### src/rtl/pll_seq_pkg.sv
// Shared types and constants for the rPLL startup/supervision sequencer.
// Also holds the helper used to size the shared down-counter.
package pll_seq_pkg;

   typedef enum logic [2:0] {
      RST_PLL   = 3'd0,
      WAIT_LOCK = 3'd1,
      STABLE    = 3'd2,
      RUN       = 3'd3,
      PHASE     = 3'd4
   } state_t;

   localparam int PSDA_W = 4;
   localparam logic [PSDA_W-1:0] DUTYDA_DEFAULT = 4'b1000;

   function automatic int max_of(input int a, input int b);
      return (a > b) ? a : b;
   endfunction

   // The counter is loaded with N-1, so clog2(N) bits always suffice; never below 1 bit.
   function automatic int cnt_width(input int max_val);
      return (max_val <= 2) ? 1 : $clog2(max_val);
   endfunction

endpackage

### src/rtl/pll_sequencer_sync2.sv
// Generic two-flop synchronizer for asynchronous level inputs.
// Both stages clear on reset so a stale level is never seen after restart.
module sync2 #(
   parameter int WIDTH = 1
) (
   input  logic             clk,
   input  logic             reset,
   input  logic [WIDTH-1:0] d,
   output logic [WIDTH-1:0] q
);

   logic [WIDTH-1:0] meta;

   always_ff @(posedge clk) begin
      if (reset) begin
         meta <= '0;
         q    <= '0;
      end else begin
         meta <= d;
         q    <= meta;
      end
   end

endmodule

### src/rtl/pll_sequencer.sv
// rPLL startup and supervision: reset pulse, lock qualification, system reset release,
// PSDA phase changes via req/ack, and automatic restart on lock loss.
module pll_sequencer
   import pll_seq_pkg::*;
#(
   parameter int                RESET_PULSE_CYCLES  = 16,
   parameter int                LOCK_TIMEOUT_CYCLES = 65535,
   parameter int                LOCK_STABLE_CYCLES  = 1024,
   parameter int                SETTLE_CYCLES       = 8,
   parameter logic [PSDA_W-1:0] DUTYDA_INIT         = DUTYDA_DEFAULT
) (
   input  logic              clk,
   input  logic              reset,
   input  logic              pll_lock,
   output logic              pll_reset,
   output logic [PSDA_W-1:0] pll_psda,
   output logic [PSDA_W-1:0] pll_dutyda,
   input  logic              phase_req,
   input  logic [PSDA_W-1:0] phase_val,
   output logic              phase_ack,
   output logic              sys_rst,
   output logic              locked,
   output logic              fault,
   output logic [7:0]        relock_cnt
);

   localparam int CNT_MAX = max_of(max_of(RESET_PULSE_CYCLES, LOCK_TIMEOUT_CYCLES),
                                   max_of(LOCK_STABLE_CYCLES, SETTLE_CYCLES));
   localparam int CNT_W   = cnt_width(CNT_MAX);

   // Every state stays resident for exactly N cycles, so the counter is loaded with N-1.
   localparam logic [CNT_W-1:0] RST_LOAD    = CNT_W'(RESET_PULSE_CYCLES - 1);
   localparam logic [CNT_W-1:0] TIMEOUT_LOAD = CNT_W'(LOCK_TIMEOUT_CYCLES - 1);
   localparam logic [CNT_W-1:0] STABLE_LOAD = CNT_W'(LOCK_STABLE_CYCLES - 1);
   localparam logic [CNT_W-1:0] SETTLE_LOAD = CNT_W'(SETTLE_CYCLES - 1);
   localparam logic [CNT_W-1:0] CNT_ONE     = CNT_W'(1);

   state_t           state;
   logic [CNT_W-1:0] cnt;
   logic             lock_s;
   logic             cnt_done;

   sync2 #(.WIDTH(1)) u_lock_sync (
      .clk   (clk),
      .reset (reset),
      .d     (pll_lock),
      .q     (lock_s)
   );

   assign cnt_done = (cnt == '0);

   always_ff @(posedge clk) begin
      if (reset) begin
         state      <= RST_PLL;
         cnt        <= RST_LOAD;
         pll_reset  <= 1'b1;
         sys_rst    <= 1'b1;
         locked     <= 1'b0;
         pll_psda   <= '0;
         pll_dutyda <= DUTYDA_INIT;
         phase_ack  <= 1'b0;
         fault      <= 1'b0;
         relock_cnt <= '0;
      end else begin
         phase_ack  <= 1'b0;
         pll_dutyda <= DUTYDA_INIT;

         case (state)
            RST_PLL: begin
               if (cnt_done) begin
                  state     <= WAIT_LOCK;
                  cnt       <= TIMEOUT_LOAD;
                  pll_reset <= 1'b0;
               end else begin
                  cnt <= cnt - CNT_ONE;
               end
            end

            WAIT_LOCK: begin
               if (lock_s) begin
                  state <= STABLE;
                  cnt   <= STABLE_LOAD;
               end else if (cnt_done) begin
                  // Retry forever; fault stays set so software can see the PLL struggled.
                  fault     <= 1'b1;
                  state     <= RST_PLL;
                  cnt       <= RST_LOAD;
                  pll_reset <= 1'b1;
                  sys_rst   <= 1'b1;
                  locked    <= 1'b0;
               end else begin
                  cnt <= cnt - CNT_ONE;
               end
            end

            STABLE: begin
               if (!lock_s) begin
                  state <= WAIT_LOCK;
                  cnt   <= TIMEOUT_LOAD;
               end else if (cnt_done) begin
                  state   <= RUN;
                  cnt     <= '0;
                  sys_rst <= 1'b0;
                  locked  <= 1'b1;
               end else begin
                  cnt <= cnt - CNT_ONE;
               end
            end

            RUN: begin
               if (!lock_s) begin
                  state     <= RST_PLL;
                  cnt       <= RST_LOAD;
                  pll_reset <= 1'b1;
                  sys_rst   <= 1'b1;
                  locked    <= 1'b0;
                  if (relock_cnt != 8'hFF) relock_cnt <= relock_cnt + 8'd1;
               end else if (phase_req) begin
                  state    <= PHASE;
                  cnt      <= SETTLE_LOAD;
                  pll_psda <= phase_val;
               end
            end

            PHASE: begin
               // Losing lock mid-settle aborts without an ack; the new PSDA is kept for relock.
               if (!lock_s) begin
                  state     <= RST_PLL;
                  cnt       <= RST_LOAD;
                  pll_reset <= 1'b1;
                  sys_rst   <= 1'b1;
                  locked    <= 1'b0;
                  if (relock_cnt != 8'hFF) relock_cnt <= relock_cnt + 8'd1;
               end else if (cnt_done) begin
                  state     <= RUN;
                  cnt       <= '0;
                  phase_ack <= 1'b1;
               end else begin
                  cnt <= cnt - CNT_ONE;
               end
            end

            default: begin
               state     <= RST_PLL;
               cnt       <= RST_LOAD;
               pll_reset <= 1'b1;
               sys_rst   <= 1'b1;
               locked    <= 1'b0;
            end
         endcase
      end
   end

endmodule

### config.mk
export PLATFORM = sky130hd
export DESIGN_NAME = pll_sequencer
export DESIGN_NICKNAME = d
export VERILOG_FILES = /design/src/rtl/pll_seq_pkg.sv /design/src/rtl/pll_sequencer_sync2.sv /design/src/rtl/pll_sequencer.sv
export SDC_FILE = /design/constraint.sdc
export NUM_CORES = 1
export LEC_CHECK = 0
export CORE_MARGIN = 3
export CORE_UTILIZATION = 40
export CTS_CLUSTER_SIZE = 8
export DETAILED_ROUTE_END_ITERATION = 16
export SKIP_CTS_REPAIR_TIMING = 1
export SLEW_MARGIN = 20
export SYNTH_ARGS = -nofsm -noshare
export SYNTH_HDL_FRONTEND = slang
export SYNTH_SLANG_ARGS = --single-unit
export TNS_END_PERCENT = 100
### constraint.sdc
create_clock -name clk -period 2.5 [get_ports clk]
set_clock_uncertainty 0.15 [all_clocks]
set_input_delay 0.5 -clock clk [delete_from_list [all_inputs] [get_ports clk]]
set_output_delay 0.5 -clock clk [all_outputs]
set_load 0.005 [all_outputs]
* Word-level counts from Yosys, hierarchy flattened
Cells that the tools add are included.
** Storage, ports and cells
- Register bits after elaboration :: 38
- Logic and storage cells :: 70
** Operators by class
- Reduce and logical (&&, ||, !) cells :: 10
- Equality and inequality tests :: 13
- Mux-type cells :: 30
- Add/sub/neg operators :: 2
- Bitwise operators :: 4
** Operators by type and width (number)
- 16-bit 2-to-1 mux :: 8
- 16-bit one-hot mux with 5 select lines :: 1
- 3-bit 2-to-1 mux :: 8
- 16-bit zero test :: 1
- 16-bit by 1-bit subtractor with 16-bit output (second input constant) :: 1
- 3-bit one-hot mux with 5 select lines :: 1
- 1-bit one-hot mux with 4 select lines :: 3
- 3-bit AND reduction :: 4
- 2-bit != test (second input constant) :: 5
- 1-bit 2-to-1 mux :: 9
- 8-bit by 1-bit adder with 8-bit output (second input constant) :: 1
- 8-bit != test (second input constant) :: 1
- 3-bit by 2-bit == test with 1-bit output (second input constant) :: 2
- 6-bit AND reduction :: 1
- 5-bit AND reduction :: 1
- 1-bit inverter :: 4
- 3-bit by 1-bit == test with 1-bit output (second input constant) :: 1
- 3-bit == test (second input constant) :: 1
- 3-bit zero test :: 1
- 3-bit by 2-bit != test with 1-bit output (second input constant) :: 1
- 3-bit != test (second input constant) :: 1
- 3-bit OR reduction :: 1
- 2-bit by 1-bit != test with 1-bit output (second input constant) :: 1
- 2-bit OR reduction :: 1

* Longest topological paths before layout
- Word-level depth :: 4
- Gate-level depth with buffers :: 8
- Depth with buffers taken out :: 7

* Cells and area by module
A second synthesis with hierarchy kept.
** Second synthesis, totals
- Cell total of the unflattened synthesis :: 275
- Area, all modules :: 2234.6 um2
** Modules (own cells, without submodules)
- pll_sequencer :: seq. area each 720.7 um2, cells an instance 271, area each 2182.1 um2, instances 1
- sync2 :: seq. area each 40.0 um2, cells an instance 4, area each 52.6 um2, instances 1

* Worst setup path after synthesis
No wires, ideal clock.
- Path kind :: register to register
- Start point :: reg cnt[5]
- End point :: reg cnt[12]
- Cell stages (with the launch flop) :: 6
- Library setup time :: 0.137 ns
- Data arrival time :: 1.897 ns
- Setup slack :: 0.316 ns
- Clock period less this slack :: 2.184 ns
- Cells stage by stage :: dfxtp_1 > or4_4 > nor4_4 > a2111oi_2 > o311ai_0 > o211ai_1
** On the way
- Cells in the longest elaborated chain, start to end :: 4
- Elaborated cells on any way between the ends :: 9
** Ends and longest elaborated chain
- start: declaration :: line pll_sequencer.sv:39 : logic [CNT_W-1:0] cnt;
- start signal: assignment :: line pll_sequencer.sv:75 : cnt <= cnt - CNT_ONE;
- start signal: assignment :: line pll_sequencer.sv:92 : cnt <= cnt - CNT_ONE;
- start signal: assignment :: line pll_sequencer.sv:106 : cnt <= cnt - CNT_ONE;
- 16-bit by 1-bit subtractor with 16-bit output / 16-bit zero test (equally long branches)
- 16-bit 2-to-1 mux, on equally long branches :: line pll_sequencer.sv:100, pll_sequencer.sv:134, pll_sequencer.sv:83
- 16-bit 2-to-1 mux, on equally long branches :: line pll_sequencer.sv:127, pll_sequencer.sv:80, pll_sequencer.sv:97
- 16-bit one-hot mux with 5 select lines (*) :: line pll_sequencer.sv:68 : case (state)
Every way passes the cells marked *; elsewhere a longest branch is shown, timed or not.
A chain may end at the register's enable or synchronous reset.

* Worst setup path after layout
- Start point :: reg cnt[0]
- End point :: reg cnt[6]
The elaborated chain is that of the path after synthesis.

==> results.md <==
* R2r setup slk at between 70 and 80 ps
* WL/cell at 15.4 um
* Number of synthesized flops with an enable pin at 0
* WHS at roughly 300 ps
* IO Port Bufs at 24
* Top_reg_cell synth: dfxtp_1
* Final hold violation count at 0
* Antenna violations before repair at 0
* Setup Total Neg Slack at 0 ps
* Post-DP HPWL at roughly 4.6 mm
* Final WL at around 6.4 mm
* CP Buf/Inv Count at 1
* Worst R2R Path Depth at 7
* Syn Inst Count at 299
* Placed cells at ~400
* Share of layout cells above drive strength 1 at around 14%
* DR iter-0 viols at approximately 160
* Site row count at 27
* Starting Density at about two fifths
* Max stage delay on crit path at 620 ps
* Vias in the first global route at between 2k and 2.5k
* DR DRC count at 0
* Final setup violation count at 0
* Crit Path Class: flop to flop
* Antenna Nets Post-Route at 0
* Power Dens Cells at slightly above 400 nW/um2
* Clk slew on worst S/H paths at roughly 80 ps
* RR Endpoint: cnt[6]
* Register area share after synthesis at between 30% and 40%
* Grt ovf at 0
* RSZ-0062 raised after global routing: false
* Drt pass-1 iters at 4
* Slew Viols, Final at 0
* Die Y at slightly above 80 um
* CTS Sinks at 38
* Worst Max-Slew Pin Slew at between 600 and 700 ps
* Peak supply drop at approximately 320 uV
* Asr flop ratio synth at 0%
* CORE AREA at 5570 um2
* CTS Buf Count at 5
* Hold path startpoint: sys_rst
* Syn avg cell area at a little under 8 um2
* Largest net degree at the start of global routing at 21
* Area added between synthesis and finish at 24.1%
* Mapped Area at between 2000 and 2500 um2
* Crit-path cells: inv_1 > ha_1 > or4b_2 > o21ai_0 > a21boi_0 > a211oi_1 > a31oi_1
* CTS tree: built
* DR vias at around 2.4k
* Max_slew headroom at 59.3%
* Register bit total from synthesis at 38
* Number of synthesis warnings at 0
* Worst skew pair latency at roughly 290 ps
* Util after Layout at a little over half
* Crit path max-delay cell type: or4b_2
* Global-route wire length before repair at 10.4 mm
* Final period demand of the worst path at around 2400 ps
* Worst path top cell family by delay: compound AO/OA/AOI/OAI gates
* Outcome: completed
* Worst setup SP type: flop
* Area of the die at a little under 7000 um2
* Total leakage power at between 1 and 1.5 nW
* CTS root buffer: clkbuf_8
* IO Pins at 29
* Routability cong. at 0.859
* All-layer global routing usage at approximately 20%
* Hold endpoint: sys_rst
* Via-per-instance ratio at 5.79
* CP max FO at 3
* Fillers at between 500 and 600
* Max-cap violations at 0
* Worst path arrival time at between 2000 and 2500 ps
* Post-route clock period utilization at roughly 97%
* Post-route insts no fill at ~410
* Layout net count at roughly 350
* Max frequency at 412 MHz
* Count of cell types in the netlist at roughly 60
* WHS Path Cells at 2
* H-tree Lvls at 2
* Clk buf depth at 2
* R2R Path Start: cnt[0]
* Die Width at 82.5 um
* Min-delay worst type: flop to flop
* Worst path required time at between 2000 and 3000 ps
* Endpoint type of the worst setup path: flop
* Antenna diode count at 0
## cells by family after synthesis
logic type / after synthesis / share of synthesized area, %
simple gates: 132 / 30.4
compound gates: 84 / 25.1
flops: 38 / 32.5
xor+xnor: 11 / 4.12
other cells: 2 / 0.321
buf+inv: 27 / 5.03
fa+ha+maj: 3 / 1.60
mux: 2 / 0.856
## Yosys cell counts (all sizes together), types with 4 or more instances
cell type  instances  area, um2
dfxtp             38        761
nand2             28        105
nor2              28        105
o21ai             16       80.1
a21oi             14       70.1
clkbuf            13       48.8
nor3              13       76.3
a31oi             12       75.1
nand3             11       55.1
nand4             10       62.6
and3               8       50.1
nor2b              8       50.1
buf                7       42.5
nor4               7       58.8
xor2               7       61.3
inv                6       22.5
nand2b             5       31.3
o311ai             5       43.8
a21o               4       31.3
o211ai             4       30.0
xnor2              4       35.0
## worst max path at each step
stage           start  endpoint  cells after the start
2_1_floorplan  cnt[5]   cnt[12]                      5
3_3_place_gp   cnt[6]   cnt[12]                      5
3_5_place_dp   cnt[6]   cnt[13]                      5
4_1_cts        cnt[0]    cnt[6]                      7
5_1_grt        cnt[6]   cnt[15]                      6
6_report       cnt[0]    cnt[6]                      7
## layout by cell type, fill, tap and decap left out, drive strengths merged, types with 3 or more instances in the layout
cell type,Yosys,final
buf,7,28
inv,6,6
conb,2,4
nand2b,5,5
o32ai,3,3
nor4,7,7
clkbuf,13,6
o211ai,4,4
o311ai,5,5
xnor2,4,4
o21ai,16,16
a211oi,3,3
or3,3,3
a21boi,3,3
a21o,4,4
nor2b,8,8
clkdlybuf4s50,0,24
xor2,7,7
dfxtp,38,38
a21oi,14,14
nor2,28,28
nand4,10,10
and3,8,8
a31oi,12,12
nand3,11,11
nor3,13,13
nand2,28,28
ha,3,3
## state kept, by name, indices dropped and copies added (netlist names), 3 cells and up
| name | count |
|---|---|
| pll_psda | 4 |
| state | 3 |
| cnt | 16 |
| relock_cnt | 8 |
## final cells by class
class	instances	area, um2	share of cell area, %
Inverter	7	26.3	0.905
Multi-Input combinational cell	236	1480	51.0
Clock inverter	2	12.5	0.431
Clock buffer	6	82.6	2.84
Sequential cell	38	761	26.2
Tap cell	72	90.1	3.10
Timing Repair Buffer	52	450	15.5
## report_power, final
part / internal, mW / switching [mW]
clock: 0.222 / 0.229
combinational: 0.0458 / 0.0596
sequential: 0.613 / 0.00695
total: 0.880 / 0.296
## worst register-to-register path: cells and delay by family, from the launching register on
kind	cells	cell delay, ps
AND/OR/NAND/NOR	1	620
flip-flops	1	310
adder cells (fa/ha/maj)	1	200
buffers and inverters	1	90
AO/OA/AOI/OAI	4	920
## stage by stage
step                worst slack [ps]  total power [mW]  cell area, um2
floorplan                        316             0.695            2350
global placement                 165             0.735            2770
detailed placement               114             0.737            2770
CTS                             94.9              1.19            2860
global route                   0.477              1.23            2900
finish                          72.2              1.18            2900
## per-layer routing
layer | global-route usage, % | part of all wire (%) | up-vias
li1 | - | - | 1193
met1 | 28.2 | 48 | 1136
met2 | 30.7 | 45 | 51
met3 | 3.90 | 4.7 | 10
met4 | 5.81 | 1.7 | 0
met5 | 0 | 0 | -
(Power assumes the default switching activity.)
